--- src/rtl/alu_cmd_sched.sv ---
// Command scheduler: queues parsed commands, launches the shift-add multiplier
// for supported ones, and returns products or error codes in command order.
module alu_cmd_sched #(
  parameter int unsigned DEPTH   = 4,
  parameter int unsigned TIMEOUT = 64
) (
  input  logic        clk,
  input  logic        rst,
  input  logic        cmd_valid,
  output logic        cmd_ready,
  input  logic [3:0]  cmd_dtype,
  input  logic [4:0]  cmd_op,
  input  logic [15:0] cmd_src1,
  input  logic [15:0] cmd_src2,
  output logic        mul_start,
  output logic [3:0]  mul_dtype,
  output logic [4:0]  mul_op,
  output logic [15:0] mul_src1,
  output logic [15:0] mul_src2,
  input  logic        mul_done,
  input  logic [31:0] mul_res,
  output logic        res_valid,
  input  logic        res_ready,
  output logic [31:0] res_data,
  output logic        res_err,
  output logic        busy
);

  localparam int unsigned AW = (DEPTH > 1) ? $clog2(DEPTH) : 1;
  localparam int unsigned CW = $clog2(DEPTH + 1);
  localparam int unsigned TW = (TIMEOUT > 1) ? $clog2(TIMEOUT) : 1;
  localparam logic [3:0]  SUP_DTYPE = 4'h2;
  localparam logic [4:0]  SUP_OP    = 5'h03;
  localparam logic [31:0] TIMEOUT_CODE = 32'hFFFF_FFFF;

  typedef struct packed {
    logic [3:0]  dtype;
    logic [4:0]  op;
    logic [15:0] src1;
    logic [15:0] src2;
  } cmd_t;

  typedef enum logic [1:0] {
    S_IDLE,
    S_ISSUE,
    S_WAIT,
    S_HOLD
  } state_t;

  cmd_t          mem [DEPTH];
  cmd_t          cmd_in;
  cmd_t          head;
  logic [AW-1:0] wr_ptr;
  logic [AW-1:0] rd_ptr;
  logic [CW-1:0] count;
  logic [CW-1:0] count_d;
  logic [TW-1:0] timer;
  logic [TW-1:0] timer_d;
  state_t        state;
  state_t        state_d;
  logic          push;
  logic          pop;
  logic          supported;
  logic [31:0]   res_data_d;
  logic          res_err_d;

  assign cmd_in    = {cmd_dtype, cmd_op, cmd_src1, cmd_src2};
  assign head      = mem[rd_ptr];
  assign push      = cmd_valid && cmd_ready;
  assign supported = (head.dtype == SUP_DTYPE) && (head.op == SUP_OP);

  // Command storage; reset only clears the pointers, stale entries are unreachable
  always_ff @(posedge clk) begin
    if (push) begin
      mem[wr_ptr] <= cmd_in;
    end
  end

  // Occupancy after this cycle's push/pop
  always_comb begin
    count_d = count;
    if (push && !pop) begin
      count_d = count + CW'(1);
    end else if (pop && !push) begin
      count_d = count - CW'(1);
    end
  end

  // State register
  always_ff @(posedge clk) begin
    if (rst) begin
      state <= S_IDLE;
    end else begin
      state <= state_d;
    end
  end

  // Next state, pop strobe, timer and result selection
  always_comb begin
    state_d    = state;
    pop        = 1'b0;
    timer_d    = timer;
    res_data_d = res_data;
    res_err_d  = res_err;
    case (state)
      S_IDLE: begin
        if (count != '0) begin
          pop = 1'b1;
          if (supported) begin
            state_d = S_ISSUE;
          end else begin
            res_data_d = '0;
            res_err_d  = 1'b1;
            state_d    = S_HOLD;
          end
        end
      end
      S_ISSUE: begin
        timer_d = '0;
        state_d = S_WAIT;
      end
      S_WAIT: begin
        // A completion on the last allowed cycle still counts as success
        if (mul_done) begin
          res_data_d = mul_res;
          res_err_d  = 1'b0;
          state_d    = S_HOLD;
        end else if (timer == TW'(TIMEOUT - 1)) begin
          res_data_d = TIMEOUT_CODE;
          res_err_d  = 1'b1;
          state_d    = S_HOLD;
        end else begin
          timer_d = timer + TW'(1);
        end
      end
      S_HOLD: begin
        if (res_ready) begin
          state_d = S_IDLE;
        end
      end
      default: state_d = S_IDLE;
    endcase
  end

  // Pointers, counters and all registered outputs
  always_ff @(posedge clk) begin
    if (rst) begin
      wr_ptr    <= '0;
      rd_ptr    <= '0;
      count     <= '0;
      timer     <= '0;
      cmd_ready <= 1'b1;
      busy      <= 1'b0;
      mul_start <= 1'b0;
      res_valid <= 1'b0;
      res_data  <= '0;
      res_err   <= 1'b0;
      mul_dtype <= '0;
      mul_op    <= '0;
      mul_src1  <= '0;
      mul_src2  <= '0;
    end else begin
      if (push) begin
        wr_ptr <= wr_ptr + AW'(1);
      end
      if (pop) begin
        rd_ptr    <= rd_ptr + AW'(1);
        mul_dtype <= head.dtype;
        mul_op    <= head.op;
        mul_src1  <= head.src1;
        mul_src2  <= head.src2;
      end
      count     <= count_d;
      timer     <= timer_d;
      cmd_ready <= (count_d != CW'(DEPTH));
      busy      <= (state_d != S_IDLE) || (count_d != '0);
      mul_start <= (state_d == S_ISSUE);
      res_valid <= (state_d == S_HOLD);
      res_data  <= res_data_d;
      res_err   <= res_err_d;
    end
  end

endmodule

--- config.mk ---
export PLATFORM = sky130hd
export DESIGN_NAME = alu_cmd_sched
export DESIGN_NICKNAME = d
export VERILOG_FILES = /design/src/rtl/alu_cmd_sched.sv
export SDC_FILE = /design/constraint.sdc
export NUM_CORES = 1
export LEC_CHECK = 0
export ABC_AREA = 1
export CAP_MARGIN = 20
export CORE_MARGIN = 2
export CORE_UTILIZATION = 40
export CTS_CLUSTER_DIAMETER = 40
export DETAILED_ROUTE_END_ITERATION = 10
export GPL_TIMING_DRIVEN = 0
export PLACE_DENSITY = 0.64
export SYNTH_ARGS = -nofsm -noshare
export SYNTH_HDL_FRONTEND = slang
export SYNTH_SLANG_ARGS = --single-unit
--- constraint.sdc ---
create_clock -name clk -period 3.8 [get_ports clk]
set_input_delay 0.76 -clock clk [delete_from_list [all_inputs] [get_ports clk]]
set_output_delay 0.76 -clock clk [all_outputs]
set_load 0.01 [all_outputs]
After elaboration in Yosys (flattened, before gate mapping)

Memories as Yosys holds them, arrays and structs flattened. A register that Yosys moved wholly into a read port is not among the register bits.
Cells that the tools add are included.

Add/subtract/negate cells: 5
Equality and inequality tests: 14
Mux-type cells: 27
Reduce and logical (&&, ||, !) cells: 15

Operator list:

| cell                | number |
|---|---|
| $mux 32             | 4 |
| $pmux 32 s2         | 1 |
| $mux 2              | 7 |
| $mux 6              | 2 |
| $pmux 6 s2          | 1 |
| $mux 1              | 8 |
| $ne 2x2->1 const B  | 4 |
| $pmux 2 s4          | 1 |
| $add 6x1->6 const B | 1 |
| $eq 2x2->1 const B  | 3 |
| $eq 6x6->1 const B  | 1 |
| $mux 3              | 2 |
| $ne 3x3->1 const B  | 2 |
| $reduce_bool 2->1   | 3 |
| $reduce_bool 3->1   | 2 |
| $eq 5x2->1 const B  | 1 |
| $add 2x1->2 const B | 2 |
| $eq 2x1->1 const B  | 2 |
| $eq 4x2->1 const B  | 1 |
| $logic_and 1x1->1   | 4 |
| $reduce_and 4->1    | 1 |
| $add 3x1->3 const B | 1 |
| $reduce_and 3->1    | 1 |
| $sub 3x1->3 const B | 1 |
| other kinds (4)     | 5 |

Bits in registers: 93
RAM bits: 164
Bits of input ports: 78
Output and inout bits: 78
Word-level logic and storage cells: 77
Memories: 1

Memory list:

| name | depth | bits a word | rd ports | clocked after Yosys merged registers in | write ports | line | source |
|---|---|---|---|---|---|---|---|
| mem  | 4     | 41          | 1        | 1                                       | 1           | 50   | `cmd_t mem [DEPTH];` |

Depth between registers and ports, before layout

Depth after elaboration: 8
Gate-level depth with buffers: 13
Gate-level depth less buffers: 13

Least setup slack after synthesis

Ideal clock, no wire load.

Kind: in2reg
Start: input port cmd_valid
End: memory mem[0][0] (netlist bit), enable pin
Library setup time: 0.440 ns
Arrival time: 2.673 ns
Required time: 3.360 ns
Path slack: 0.688 ns
Stages on the path: 2
Path buffers: 0
Cell sequence: nand2_1 > nor2_1

Word-level cells in the longest chain between the ends: 3

Ends and longest elaborated chain:

| element                      | line | source |
|---|---|---|
| start, declared              | 9    | `input logic cmd_valid,` |
| $logic_and 1x1->1            | 69   | `assign push = cmd_valid && cmd_ready;` |
| $mux 1                       | 74   | `if (push) begin` |
| $mux 1 (not written as such) | 75   | `mem[wr_ptr] <= cmd_in;` |
| end, declared                | 50   |  |

Every way passes these cells.

Final worst setup path

Start: input port cmd_valid
End: memory mem[1][26] (netlist bit), enable pin

The elaborated chain is that of the path after synthesis.

==> impl_metrics.ini <==
[outcome]
status = complete, no violations

[synth]
yosysSeqAreaShare_pct = 67.0
synth_xor_xnor_area_share_pct = 0.258
yosys-mux-area-fraction_pct = 0
synthCells = 991
ys_warn_count = 0
synth_compound_area_share_pct = 11.8
synth_nets = 1077
synth_cell_types = 25
yosys.area_share.simple_pct = 14.4
ys_seq_elements = 259
syn_avg_cell_area_um2 = 10.3
synth_area_um2 = 10200
synth_fa_ha_area_share_pct = 0.983
synth_top_family_by_area = simple AND/OR/NAND/NOR gates

[critical_path]
worstPathArrival_ns = 2.64
worstPathRequired_ns = 4.03
startpoint = cmd_valid
path_max_fanout = 24
timing.rr.start = count[0]
crit_type = input port to register
r2r_setup_slack_ns = 1.44
reg2reg_depth = 11
startpoint_type = input port
cp-end-kind = register
reg2reg_to = mul_src2[10]

[clocking]
numCtsBuffers = 37
clock_latency_ns = 0.53
postCtsSetupBuffers = 0
htree_num_levels = 2
cts_buffer_depth = 3
ctsHoldBuffers = 0
clk_pin_slew_ns = 0.05
cts_tree = built
cts_sinks = 259
cts-root-buf = clkbuf_16
cts_resized = 0

[placed_design]
portBuffers = 155
placed_cells = 1480
pre_cts_ws_ns = 0.832
gp_congestion = 0.816
detailed_place_hpwl_um = 16400
dpl_cell_area_um2 = 12300

[cells_and_area]
utilization_pct = 54.2
fillers = 2213
area_growth_pct = 33.6
stdcell_count = 1549
final_cell_area_um2 = 13600
drive_gt1_share_pct = 8.62
fin_nets = 1275

[sta]
finalSetupViolations = 0
setup_slack_ns = 1.39
hold_viol = 0
fmaxAchievable_mhz = 415
max-slew-margin-rel_pct = 38.6
fin_skew_ns = 0.0194
drv_slew = 0
tns_ns = 0
grt_setup_unrepaired = no
fin_crit_ns = 2.41
post-route-period-util_pct = 63.4
tightest_slew_ns = 0.919

[power]
p_seq_share_pct = 33.5
power_switching_mw = 4.02
clockPowerShare_pct = 31.4
switching_share_pct = 34.4
leakage_nw = 5.25
combPwrFrac_pct = 35.1
internal_power_mw = 7.67
powerDensity_nw_per_um2 = 859
ir_worst_vdd_v = 0.000535

[hold_path]
min_delay_worst_endpoint = res_err
min_from = res_err
hold_path_depth = 2
min_path_type = register to register

[flow_run]
drv_cap = 0

[floorplan]
io_pins = 156
die_area_um2 = 26800
die_x_um = 164
die_height_um = 164
initial_utilization_pct = 40.6
rows = 58
coreArea_um2 = 25100

[drt]
drcViolationCount = 0
wire_per_inst_um = 16.3
viasPerCell = 4.96
ant_nets = 0
drt-pass1-iter-count = 5
vias = 7681
drt_iter0_markers = 585
drt-total-wl_um = 25300

[grt]
grt_max_degree = 26
grt_overflow_total = 0
grt_pass1_vias = 7562
grt_pass1_wl_um = 39600
grt_use_total_pct = 19.0
antenna_found_initial = 2
[worst max-delay path: stages]
cell and delay (ns):
clkdlybuf4s50_1 0.46, nand2_1 0.32, nor2_4 0.83, buf_16 0.24
[placed cells by master, fill, tap and decap left out, types with 4 or more instances in the layout]
cell,instances
buf_6,6
nand2_1,111
ha_1,8
buf_2,11
a21oi_1,47
clkdlybuf4s50_1,155
o21ai_0,132
o21ai_1,18
nor2_4,4
inv_6,4
clkbuf_16,37
o22ai_1,32
dfxtp_1,95
bufinv_16,7
clkinv_2,5
nand3_1,44
edfxtp_1,164
nor2_1,184
clkbuf_1,42
inv_1,66
nand3_2,8
[power groups by stage]
stage               combinational, mW  sequential (mW)  clock, mW
finish                           4.11             3.92       3.67
global route                     4.59             3.98       3.85
CTS                              4.14             3.93       3.72
detailed placement               4.11             3.98          0
global placement                 4.02             3.98          0
floorplan                        2.20             4.12          0
[Yosys cell counts]
cell	instances	share of area (%)
nor3_1	3	0.15
buf_6	6	0.66
a31oi_1	1	0.061
edfxtp_1	164	48
nand3_1	44	2.2
dfxtp_1	95	19
inv_1	66	2.4
buf_4	3	0.22
o21ai_1	18	0.88
nand4_1	1	0.061
nor2_1	188	6.9
buf_2	11	0.54
inv_2	2	0.074
nor2_2	3	0.18
a211oi_1	1	0.074
nand2_1	111	4.1
nand3_2	8	0.79
o22ai_1	32	2.0
clkbuf_1	41	1.5
nor3b_1	1	0.074
buf_1	2	0.074
a21oi_1	47	2.3
ha_1	8	0.98
o21ai_0	132	6.5
xor2_1	3	0.26
[state kept, by name (all words and copies together) (netlist names), named ones only]
signal     count
res_valid      1
mul_op         5
count          3
cmd_ready      1
wr_ptr         2
rd_ptr         2
mem          164
res_err        1
busy           1
mul_dtype      4
mul_src2      16
mul_src1      16
mul_start      1
timer          6
res_data      32
state          2
[layout make-up]
type	count	area, um^2	area share (%)
antenna	1	2.50	0.0184
clock buffer	40	957	7.03
clock inverter	28	382	2.80
tap	330	413	3.03
sequential	259	6830	50.2
buffer	63	307	2.25
timing repair buffer	159	1640	12.0
inverter	68	255	1.88
multi-input combinational	601	2830	20.8
[worst max path at each step]
stage	to	depth (start not counted)
2_1_floorplan	mem[0][0]	2
3_3_place_gp	mem[3][29]	3
3_5_place_dp	mem[1][26]	4
4_1_cts	mem[1][26]	4
5_1_grt	mul_src1[11]	11
6_report	mem[1][26]	4
[cell families after synthesis]
family,Yosys count
and+or+nand+nor,359
DFF,259
AOI/OAI and AO/OA,231
buffers and inverters,131
adders and majority gates,8
xor gates and xnor gates,3
[through the flow]
stage                     hold WS [ns]  power [mW]
after global placement           0.449        8.00
after CTS                        0.480        11.8
after detailed placement         0.461        8.08
after floorplan                  0.436        6.32
final                            0.472        11.7
after global routing             0.504        12.4
[per-layer routing]
metal	GRT usage [%]	share of wire, %
met5	0	0.063
met3	4.77	7.8
met2	31.8	47
met4	6.26	2.2
met1	24.0	43
No activity file was read; power rests on OpenSTA's default activity.
